--- src/rtl/mem_access_pkg.sv ---
// Shared widths, load/store op codes and the load/store decode helper for the
// memory-access stage.
package mem_access_pkg;

  localparam int REG_ADDR_W = 5;
  localparam int REG_W      = 32;
  localparam int ALU_OP_W   = 8;
  localparam int BE_W       = 4;

  localparam logic [ALU_OP_W-1:0] EXE_ADD_OP = 8'b0010_0000;
  localparam logic [ALU_OP_W-1:0] EXE_LB_OP  = 8'b1110_0000;
  localparam logic [ALU_OP_W-1:0] EXE_LBU_OP = 8'b1110_0100;
  localparam logic [ALU_OP_W-1:0] EXE_LH_OP  = 8'b1110_0001;
  localparam logic [ALU_OP_W-1:0] EXE_LHU_OP = 8'b1110_0101;
  localparam logic [ALU_OP_W-1:0] EXE_LW_OP  = 8'b1110_0011;
  localparam logic [ALU_OP_W-1:0] EXE_SB_OP  = 8'b1110_1000;
  localparam logic [ALU_OP_W-1:0] EXE_SH_OP  = 8'b1110_1001;
  localparam logic [ALU_OP_W-1:0] EXE_SW_OP  = 8'b1110_1011;

  typedef enum logic [1:0] {
    SIZE_BYTE = 2'd0,
    SIZE_HALF = 2'd1,
    SIZE_WORD = 2'd2
  } acc_size_e;

  typedef struct packed {
    logic      is_load;
    logic      is_store;
    logic      is_signed;
    acc_size_e size;
  } mem_op_t;

  function automatic mem_op_t decode_op(input logic [ALU_OP_W-1:0] aluop);
    mem_op_t op;
    op = '{is_load: 1'b0, is_store: 1'b0, is_signed: 1'b0, size: SIZE_WORD};
    case (aluop)
      EXE_LB_OP:  op = '{1'b1, 1'b0, 1'b1, SIZE_BYTE};
      EXE_LBU_OP: op = '{1'b1, 1'b0, 1'b0, SIZE_BYTE};
      EXE_LH_OP:  op = '{1'b1, 1'b0, 1'b1, SIZE_HALF};
      EXE_LHU_OP: op = '{1'b1, 1'b0, 1'b0, SIZE_HALF};
      EXE_LW_OP:  op = '{1'b1, 1'b0, 1'b0, SIZE_WORD};
      EXE_SB_OP:  op = '{1'b0, 1'b1, 1'b0, SIZE_BYTE};
      EXE_SH_OP:  op = '{1'b0, 1'b1, 1'b0, SIZE_HALF};
      EXE_SW_OP:  op = '{1'b0, 1'b1, 1'b0, SIZE_WORD};
      default:    op = '{1'b0, 1'b0, 1'b0, SIZE_WORD};
    endcase
    return op;
  endfunction

endpackage

--- src/rtl/mem_align.sv ---
// Big-endian lane logic: byte enables, store-data replication, alignment
// check and load-data extraction/extension. Purely combinational.
module mem_align
  import mem_access_pkg::*;
(
  input  logic [ALU_OP_W-1:0] aluop,
  input  logic [REG_W-1:0]    addr,
  input  logic [REG_W-1:0]    store_data,
  input  logic [REG_W-1:0]    rdata,
  output logic                is_mem,
  output logic                is_load,
  output logic                misaligned,
  output logic [BE_W-1:0]     be,
  output logic [REG_W-1:0]    lane_wdata,
  output logic [REG_W-1:0]    load_data
);

  mem_op_t     op;
  logic [7:0]  byte_sel;
  logic [15:0] half_sel;

  always_comb begin
    op         = decode_op(aluop);
    is_mem     = op.is_load | op.is_store;
    is_load    = op.is_load;
    misaligned = 1'b0;
    be         = 4'b1111;
    lane_wdata = store_data;
    load_data  = rdata;

    // Lane 0 is the most significant byte (big-endian).
    case (addr[1:0])
      2'd0:    byte_sel = rdata[31:24];
      2'd1:    byte_sel = rdata[23:16];
      2'd2:    byte_sel = rdata[15:8];
      default: byte_sel = rdata[7:0];
    endcase
    half_sel = addr[1] ? rdata[15:0] : rdata[31:16];

    case (op.size)
      SIZE_BYTE: begin
        be         = 4'b1000 >> addr[1:0];
        lane_wdata = {4{store_data[7:0]}};
        load_data  = {{24{op.is_signed & byte_sel[7]}}, byte_sel};
      end
      SIZE_HALF: begin
        misaligned = addr[0];
        be         = addr[1] ? 4'b0011 : 4'b1100;
        lane_wdata = {2{store_data[15:0]}};
        load_data  = {{16{op.is_signed & half_sel[15]}}, half_sel};
      end
      default: begin
        misaligned = addr[1] | addr[0];
      end
    endcase
  end

endmodule

--- src/rtl/mem_access.sv ---
// MEM stage: pass-through for ALU ops, bus transaction FSM with timeout for
// loads/stores, and stall/bubble generation toward mem_wb.
module mem_access
  import mem_access_pkg::*;
#(
  parameter int TIMEOUT = 255
) (
  input  logic                  clk,
  input  logic                  rst,
  input  logic [REG_ADDR_W-1:0] ex_wd,
  input  logic                  ex_wreg,
  input  logic [REG_W-1:0]      ex_wdata,
  input  logic [REG_W-1:0]      ex_pc,
  input  logic [ALU_OP_W-1:0]   ex_aluop,
  input  logic [REG_W-1:0]      ex_mem_addr,
  input  logic [REG_W-1:0]      ex_mem_data,
  output logic [REG_ADDR_W-1:0] mem_wd,
  output logic                  mem_wreg,
  output logic [REG_W-1:0]      mem_wdata,
  output logic [REG_W-1:0]      mem_pc,
  output logic [ALU_OP_W-1:0]   mem_aluop,
  output logic                  bus_req,
  output logic                  bus_we,
  output logic [BE_W-1:0]       bus_be,
  output logic [REG_W-1:0]      bus_addr,
  output logic [REG_W-1:0]      bus_wdata,
  input  logic                  bus_ack,
  input  logic [REG_W-1:0]      bus_rdata,
  output logic                  stallreq,
  output logic                  addr_err,
  output logic                  bus_err
);

  localparam logic [1:0] S_IDLE = 2'd0;
  localparam logic [1:0] S_REQ  = 2'd1;
  localparam logic [1:0] S_DONE = 2'd2;
  localparam int CNT_W = $clog2(TIMEOUT + 1);

  logic [1:0]       state_reg;
  logic [CNT_W-1:0] cnt_reg;
  logic [REG_W-1:0] res_wdata_reg;
  logic             res_wreg_reg;

  logic             is_mem, is_load, misaligned;
  logic [BE_W-1:0]  be;
  logic [REG_W-1:0] lane_wdata, load_data;
  logic             start, timeout_hit;

  mem_align u_align (
    .aluop      (ex_aluop),
    .addr       (ex_mem_addr),
    .store_data (ex_mem_data),
    .rdata      (bus_rdata),
    .is_mem     (is_mem),
    .is_load    (is_load),
    .misaligned (misaligned),
    .be         (be),
    .lane_wdata (lane_wdata),
    .load_data  (load_data)
  );

  assign start       = (state_reg == S_IDLE) && is_mem && !misaligned;
  assign timeout_hit = (state_reg == S_REQ) && !bus_ack && (cnt_reg == CNT_W'(TIMEOUT));

  always_ff @(posedge clk or posedge rst) begin
    if (rst) begin
      state_reg     <= S_IDLE;
      cnt_reg       <= '0;
      res_wdata_reg <= '0;
      res_wreg_reg  <= 1'b0;
      bus_req       <= 1'b0;
      bus_we        <= 1'b0;
      bus_be        <= '0;
      bus_addr      <= '0;
      bus_wdata     <= '0;
    end else begin
      case (state_reg)
        S_IDLE: begin
          if (start) begin
            state_reg <= S_REQ;
            cnt_reg   <= '0;
            bus_req   <= 1'b1;
            bus_we    <= !is_load;
            bus_be    <= be;
            bus_addr  <= {ex_mem_addr[REG_W-1:2], 2'b00};
            bus_wdata <= lane_wdata;
          end
        end
        S_REQ: begin
          // A late ack on the final counted cycle still completes normally.
          if (bus_ack) begin
            res_wdata_reg <= load_data;
            res_wreg_reg  <= is_load & ex_wreg;
            state_reg     <= S_DONE;
            bus_req       <= 1'b0;
          end else if (cnt_reg == CNT_W'(TIMEOUT)) begin
            res_wreg_reg <= 1'b0;
            state_reg    <= S_DONE;
            bus_req      <= 1'b0;
          end else begin
            cnt_reg <= cnt_reg + CNT_W'(1);
          end
        end
        S_DONE:  state_reg <= S_IDLE;
        default: state_reg <= S_IDLE;
      endcase
    end
  end

  // Gated by rst so stall/error flags drop the instant reset is applied.
  assign stallreq = !rst && (start || (state_reg == S_REQ));
  assign addr_err = !rst && (state_reg == S_IDLE) && is_mem && misaligned;
  assign bus_err  = !rst && timeout_hit;

  assign mem_wd    = ex_wd;
  assign mem_pc    = ex_pc;
  assign mem_aluop = ex_aluop;
  assign mem_wdata = (state_reg == S_DONE) ? res_wdata_reg : ex_wdata;

  always_comb begin
    if (stallreq || addr_err || (is_mem && !is_load))
      mem_wreg = 1'b0;
    else if (state_reg == S_DONE)
      mem_wreg = res_wreg_reg;
    else
      mem_wreg = ex_wreg;
  end

endmodule
--- config.mk ---
export PLATFORM = sky130hd
export DESIGN_NAME = mem_access
export DESIGN_NICKNAME = d
export VERILOG_FILES = /design/src/rtl/mem_access_pkg.sv /design/src/rtl/mem_align.sv /design/src/rtl/mem_access.sv
export SDC_FILE = /design/constraint.sdc
export NUM_CORES = 1
export LEC_CHECK = 0
export BUFFER_PORTS_ARGS = -buffer_cell sky130_fd_sc_hd__buf_4
export CAP_MARGIN = 20
export CORE_AREA = 2 2 128 130
export DETAILED_ROUTE_END_ITERATION = 8
export DIE_AREA = 0 0 130 132
export HOLD_SLACK_MARGIN = 0.06
export PLACE_DENSITY_LB_ADDON = 0.15
export SLEW_MARGIN = 20
export SYNTH_ARGS = -nofsm -noshare
export SYNTH_HDL_FRONTEND = slang
export SYNTH_HIERARCHICAL = 1
export SYNTH_SLANG_ARGS = --single-unit
--- constraint.sdc ---
create_clock -name clk -period 5.5 [get_ports clk]
set_input_delay 1.1 -clock clk [delete_from_list [all_inputs] [get_ports clk]]
set_output_delay 1.1 -clock clk [all_outputs]
set_load 0.01 [all_outputs]
---- After elaboration in Yosys (flattened, before gate mapping) ----
Cells that the tools add are included.
word-level totals
  input port bits ......................... 177
  output and inout bits ................... 151
  flip-flop bits (word level) ............. 111
operators by class
  multiplexer cells ....................... 24
  equal/unequal tests ..................... 18
  add/subtract/negate cells ............... 1
  shift-type cells ........................ 1
  reductions and logical operators ........ 28
  bitwise gates (word level) .............. 5
operators with widths
  cell                 count
  $pmux 32 s2          2
  $eq 8x8->1 const B   9
  $pmux 5 s8           1
  $mux 32              1
  $mux 8               3
  $pmux 8 s3           1
  $mux 16              1
  $pmux 8 s2           1
  $logic_and 1x1->1    10
  $add 8x1->8 const B  1
  $pmux 4 s2           1
  $reduce_and 2->1     4
  $eq 2x1->1 const B   3
  $logic_not 2->1      3
  $mux 1               6
  $mux 2               3
  $ne 2x2->1 const B   3
  $eq 2x2->1 const B   2
  $logic_not 1->1      4
  $mux 4               1
  $pmux 1 s2           2
  $pmux 2 s2           1
  $reduce_and 4->1     1
  $reduce_bool 2->1    2
  6 further kinds      11

---- Logic depth before layout (Yosys ltp) ----
Gate-level depths: netlist of run 1.
  word-level depth ........................ 11
  depth in mapped cells ................... 9
  mapped depth without buffers ............ 6

---- By module ----
Netlist of run 1, hierarchy kept.
by module, submodules not included
  module      times used  area each (um^2)  cells each
  mem_access  1           5086.1            500
  mem_align   1           1408.9            165

---- Least setup slack after synthesis of run 1 ----
OpenSTA, ideal clock, no wires.
  path kind ............................... input to output
  start ................................... input port ex_aluop[4]
  end ..................................... output port mem_wreg
  stages on the path ...................... 7
  arrival time ............................ 2.773 ns
  path slack .............................. 1.627 ns
  data required time ...................... 4.400 ns
  cells stage by stage .................... nand4b_1 clkbuf_1 o21ai_0 a21oi_1 or2_1 a21oi_1 a2111oi_0
between the ends
  word-level cells in the longest chain between the ends .. 11
RTL lines
  item                                                  line                  RTL
  start: declaration                                    mem_access.sv:14      input logic [ALU_OP_W-1:0] ex_aluop,
  $eq 8x8->1                                            mem_access_pkg.sv:36  case (aluop)
  $pmux 5 s8 (*)                                        mem_access_pkg.sv:36
  $eq 2x1->1 / $logic_not 2->1 (equally long branches)  mem_align.sv:40       case (op.size)
  $pmux 1 s2 (*)                                        mem_align.sv:40
  via misaligned                                        mem_access.sv:44      logic is_mem, is_load, misaligned;
  $logic_not 1->1 (*)                                   mem_access.sv:62      assign start = (state_reg == S_IDLE) && is_mem && !misaligned;
  $logic_and 1x1->1 (*)                                 mem_access.sv:62
  $logic_or 1x1->1 (*)                                  mem_access.sv:111     assign stallreq = !rst && (start || (state_reg == S_REQ));
  $logic_and 1x1->1 (*)                                 mem_access.sv:111
  via stallreq                                          mem_access.sv:29      output logic stallreq,
  $logic_or 1x1->1 (*) (2 in a row)                     mem_access.sv:121     if (stallreq || addr_err || (is_mem && !is_load))
  $mux 1 (*)                                            mem_access.sv:121
  end: declaration                                      mem_access.sv:18      output logic mem_wreg,
The timed path passes the listed nets; every way through them passes the cells marked *.

---- Worst setup path after layout of run 1 ----
  start ................................... input port ex_aluop[4]
  end ..................................... output port mem_wreg
between the ends
  word-level cells in the longest chain between the ends .. 11
RTL lines
  item                                                  line
  $eq 8x8->1                                            mem_access_pkg.sv:36
  $pmux 5 s8 (*)                                        mem_access_pkg.sv:36
  $eq 2x1->1 / $logic_not 2->1 (equally long branches)  mem_align.sv:40
  $pmux 1 s2 (*)                                        mem_align.sv:40
  via misaligned                                        mem_access.sv:44
  $logic_not 1->1                                       mem_access.sv:62
  $logic_and 1x1->1                                     mem_access.sv:62
  $logic_or 1x1->1                                      mem_access.sv:111
  $logic_and 1x1->1                                     mem_access.sv:111
  $logic_or 1x1->1 (*) (2 in a row)                     mem_access.sv:121
  $mux 1 (*)                                            mem_access.sv:121
Marked as above.

==> reports/qor.yml, run 1 <==
clockBufferDepth: 2
grt_usage: 0.2210
grt_overflow: 0
dp_hpwl_mm: 14.45
pin_count: 328
grt_setup_unrepaired: "false"
core_area_sq_mm: 0.01571
drv_cap: 0
cts_buffers: 9
netlist_top_cells_count: "nand2_1, dfrtp_1, mux2_2"
cp.depth: 7
holdBufCountCts: 0
port_buffers: 251
ys_types: 49
finalWirelength_mm: 19.27
grt_busiest_layer: "met2"
drive_gt1_frac: 0.4491
fmax_mhz: 227.2
synth_area_sq_mm: 0.006495
via_count: 5513
internal_power_mw: 1.682
required_ps: 4400
slowest_stage: "nor3_4"
cts_setup_buffers: 0
globalplace.congestion: 0.8521
critPathTopFamily: "simple AND/OR/NAND/NOR gates"
ys_seq_area_frac: 0.4277
avgViaCountPerCell: 5.201
wl_per_cell_um: 18.18
final_cell_area_sq_mm: 0.008396
clock_skew_ps: 5.227
tightest_slew_ps: 956.6
die_h_um: 132
leakage_nw: 4.270
critPathKind: "primary input to output port"
maxSlewViolCount: 0
synth_top_area_cell: "dfrtp_1"
cp.buffers_inverters: 2
whs_path_depth: 2
max-vdd-ir-drop_v: 0.0001565
gr-usage-met1: 0.2694
grt_max_degree: 74
cts-htree-levels: 3
clkLatencyLatePin_ps: 360
clkSlewWorstSetupHoldPaths_ps: 70
grt_pass1_vias: 5437
fp.dieW_um: 130
max_slew_margin: 0.3599
critPathMaxFanout: 9
postCtsResizedCells: 0
clock_sinks: 111
synth_flop_cell: "dfrtp_1"
pwr-share-seq: 0.453
tns_ps: 0
grt_pass1_wl_mm: 29.47
gr-usage-met2: 0.3668
grt_util_met3: 0.06737
place_ws_ps: 1023
layout.nets: 1017
min_period_over_period: 0.8003
pwr-share-clk: 0.308
p_sw_mw: 0.6484
yosys_warnings: 6
cts_tree: "built"
holdWs_ps: 479.7
ant_nets: 0
min_path_type: "flip-flop to flip-flop"
drtIter0Drc: 297
switching_share: 0.2783
start_util: 0.4134
path_cells: "buf_4, nand4b_1, nor3_4, a21oi_1, nor3b_1, a2111oi_0, buf_4"
antenna_found_initial: 0
syn_inst: 665
crit_path_frequent_cell: "buf_4"
max_stage_delay_ps: 590
cp-end-kind: "output port"
first_pass_iters: 5
yosysMostFrequentCell: "nand2_1"
syn_to_final_growth_pct: 29.26
netlist.area_leader.share: 0.4277
critPathArrivalTime_ps: 3300
status: "completed"
fin_crit_ps: 4402
power.density_mw_per_mm2: 277.5
synth-seq-cells: 111
postLayoutCoreUtil: 0.5343
rows: 46
synth.area.top_cells: "dfrtp_1, mux2_2, nand2_1"
drc: 0
start_kind: "primary input"
worstRegToRegCells: 5
antennaDiodeCount: 0
dpl-instance-area_sq_mm: 0.008074
synth-edff-count: 0
pwr-share-comb: 0.239
setup_violations: 0
dieArea_sq_mm: 0.01716
root_buffer: "clkbuf_16"
fin_ws_ps: 1098
syn_avg_cell_area_sq_um: 9.767
finalHoldViolCount: 0
synth-async-reset-ratio: 1.000
-- power groups by stage --
stage	Sequential [mW]	Combinational, mW	Clock (mW)
2_1_floorplan	1.08	0.266	0
3_3_place_gp	1.06	0.553	0
3_5_place_dp	1.07	0.567	0
4_1_cts	1.06	0.567	0.731
5_1_grt	1.07	0.611	0.766
6_report	1.06	0.558	0.717
-- worst paths after layout --
path / from / end / slack (ps)
hold reg to reg: bus_addr[30]$_DFFE_PP0P_ / bus_addr[30]$_DFFE_PP0P_ / 480
setup / recovery: ex_aluop[4] / mem_wreg / 1100
setup reg to reg: state_reg[0]$_DFFE_PP0P_ / bus_addr[24]$_DFFE_PP0P_ / 3250
max in group asynchronous: rst / cnt_reg[6]$_DFFE_PP0P_ / 3420
min in group asynchronous: rst / bus_we$_DFFE_PP0P_ / 960
hold / removal: bus_addr[30]$_DFFE_PP0P_ / bus_addr[30]$_DFFE_PP0P_ / 480
-- tightest hold or removal path: cells and delay by family (launching register included) --
kind             cells  cell delay, ps
flip-flops           1             350
AND/OR/NAND/NOR      2             100
-- per-layer routing --
layer	vias to the layer above	share of wire
li1	2587	-
met1	2614	0.40
met2	265	0.48
met3	47	0.087
met4	0	0.030
met5	-	0
-- cells in the final DEF (no fill, tap or decap), types with 3 or more instances in the layout --
master / instances
nor2_4: 3
inv_1: 4
o2bb2ai_1: 17
nand3_1: 10
o21a_1: 3
mux4_1: 5
nand2b_1: 3
mux2_2: 91
buf_4: 257
nand2_1: 208
nor2b_1: 11
a32oi_1: 9
nor2_1: 4
dfrtp_1: 111
clkbuf_16: 9
o21ai_0: 33
a21oi_1: 7
mux2i_1: 10
o221ai_1: 9
mux4_2: 3
-- cell type report --
type / count / area, sq um
multi-input cells: 454 / 3072
repair buffers: 257 / 1929
clock inverters: 5 / 78.83
inverters: 6 / 25.02
fillers: 1449 / 7317
clock buffers: 11 / 242.7
well taps: 216 / 270.3
flip-flops and latches: 111 / 2778
-- metrics by stage --
| step | std cells | power (mW) |
|---|---|---|
| 3_5_place_dp | 1044 | 1.634 |
| 6_report | 1060 | 2.330 |
| 2_1_floorplan | 666 | 1.347 |
| 3_3_place_gp | 1044 | 1.617 |
| 5_1_grt | 1060 | 2.452 |
| 4_1_cts | 1060 | 2.354 |
-- cells by family (layout without fill, tap and decap cells) --
family                   count (synthesis)  after routing  share of synthesized area
other                                    1              2                  0.0005774
buffers and inverters                  101            279                     0.1008
flip-flops                             111            111                     0.4277
multiplexers                           109            109                     0.2038
adder cells (fa/ha/maj)                  1              1                   0.001926
XOR/XNOR                                 1              1                   0.001349
AND/OR/NAND/NOR                        252            252                     0.1645
AO/OA/AOI/OAI                           89             89                    0.09940
(Power assumes the default switching activity.)
==> inputs of run 2 (changes only) <==
CORE_AREA = default   (was 2 2 128 130)
CORE_UTILIZATION = 42   (was default)
DIE_AREA = default   (was 0 0 130 132)
clock period = 3.6 ns   (was 5.5 ns; I/O delays follow)
==> run 2 against run 1 <==
Against the previous run:
- final area about the same
- combinational power grew 53%
- critical path depth grew 2
- register-to-register slack got worse by 1600 ps
- non-clock buffer count up 5
- final cell count is 2.3% lower
- clock skew grew 0.71 ps
- total power grew 49%
- setup slack got worse by 890 ps
- critical path type unchanged
- largest cell class unchanged
- largest power group unchanged
==> reports/qor.yml, run 2 (synthesized netlist as in run 1, its figures left out) <==
status: "completed"
clock_sinks: 111
crit_path_frequent_cell: "buf_4"
power.density_mw_per_mm2: 413.4
hp-start: "bus_addr[27]$_DFFE_PP0P_"
globalplace.congestion: 0.8018
via_count: 5476
finalWirelength_mm: 18.65
layout.nets: 1022
critPathLaunch: "ex_aluop[6]"
power.total_mw: 3.473
max_slew_margin: 0.4775
fin_crit_ps: 3393
rows: 45
critPathKind: "primary input to output port"
final_common_cell: "buf_4"
drtIter0Drc: 281
slowest_stage: "a2111oi_0"
cts_buffers: 9
root_buffer: "clkbuf_16"
dieArea_sq_mm: 0.01597
worstReg2RegEnd: "cnt_reg[7]$_DFFE_PP0P_"
holdBufCountCts: 0
nFillCells: 1390
stdcell_count: 1036
critPathArrivalTime_ps: 2670
fmax_mhz: 294.7
min_period_over_period: 0.9426
antenna_found_initial: 0
die_h_um: 126.4
core_area_sq_mm: 0.01515
clockBufferDepth: 2
port_buffers: 251
rrSetupSlack_ps: 1630
cp-end-kind: "output port"
rr_startpoint: "state_reg[0]$_DFFE_PP0P_"
clkLatencyLatePin_ps: 350
start_kind: "primary input"
first_pass_iters: 4
place_ws_ps: 179.4
worstRegToRegCells: 5
dp_cells: 1021
leakage_nw: 4.277
tightest_slew_ps: 783.8
syn_to_final_growth_pct: 29.32
critPathMaxFanout: 21
clkSlewWorstSetupHoldPaths_ps: 70
wl_per_cell_um: 18.00
maxSlewViolCount: 0
fp.dieW_um: 126.4
pin_count: 328
setup_violations: 0
ant_nets: 0
grt_pass1_vias: 5304
drv_cap: 0
antennaDiodeCount: 0
final_cell_mix: "buf_4, nand2_1, dfrtp_1"
grt_pass1_wl_mm: 28.81
required_ps: 2880
fin_ws_ps: 206.5
grt_max_degree: 112
grt_usage: 0.2336
clock_skew_ps: 5.933
cts_setup_buffers: 0
dp_hpwl_mm: 13.84
postCtsResizedCells: 0
cts_tree: "built"
tns_ps: 0
grt_setup_unrepaired: "false"
endpoint: "mem_wreg"
cp.buffers_inverters: 3
min_path_type: "flip-flop to flip-flop"
max-vdd-ir-drop_v: 0.0002107
avgViaCountPerCell: 5.286
drive_gt1_frac: 0.4517
drc: 0
finalHoldViolCount: 0
path_cells: "buf_4, nand4b_1, buf_4, o21ai_0, a21oi_1, or2_2, a21oi_1, a2111oi_0, buf_4"
cts-htree-levels: 3
grt_overflow: 0
start_util: 0.4288
max_stage_delay_ps: 420
critPathTopFamily: "compound AO/OA/AOI/OAI gates"
cp.depth: 9
run 2: changes by cell type in the layout (fill, tap and decap cells not counted), sizes merged:
cell	before	now
clkinvlp	0	3
buf	257	262
bufinv	2	1
clkinv	3	1
inv	6	5
run 2: worst min path at each step:
| stage | endpoint | slack [ps] | cells past startpoint |
|---|---|---|---|
| after floorplan | res_wreg_reg$_DFFE_PP0P_ | 460 | 1 |
| after detailed placement | bus_wdata[26]$_DFFE_PP0P_ | 460 | 2 |
| final | bus_addr[27]$_DFFE_PP0P_ | 480 | 2 |
| after CTS | bus_wdata[11]$_DFFE_PP0P_ | 490 | 2 |
| after global routing | bus_wdata[19]$_DFFE_PP0P_ | 490 | 2 |
| after global placement | bus_addr[27]$_DFFE_PP0P_ | 460 | 2 |
run 2: power breakdown:
group          total, mW  internal (mW)  switching, mW
Combinational      0.853          0.472          0.381
Clock               1.02          0.558          0.457
Sequential          1.60           1.47          0.133
Total               3.47           2.50          0.971
run 2: metal layers:
metal,track usage,part of all wire
met1,0.2912,0.42
met2,0.3724,0.47
met3,0.06537,0.079
met4,0.1184,0.035
met5,0,0
run 2: through the flow:
step	utilization	hold slack [ps]	instance area, sq um
5_1_grt	0.5546	490.2	8399
4_1_cts	0.5546	485.4	8399
3_3_place_gp	0.5350	459.7	8103
3_5_place_dp	0.5350	463.4	8103
6_report	0.5546	479.9	8399
2_1_floorplan	-	455.4	6502
run 2: worst reg2reg max path, cell delays in order, from the launching register on:
cell,delay [ps]
dfrtp_1,400
or3b_1,450
or2_2,320
buf_4,350
nand2_1,250
a31oi_1,100
run 2: layout make-up:
cell class                      instances  area, sq um  share of cell area
Clock buffer                           11        242.7             0.02890
Clock inverter                          4        53.80            0.006405
Inverter                                6        26.28            0.003128
Multi-Input combinational cell        454         3072              0.3657
Sequential cell                       111         2778              0.3307
Tap cell                              188        235.2             0.02801
Timing Repair Buffer                  262         1992              0.2372
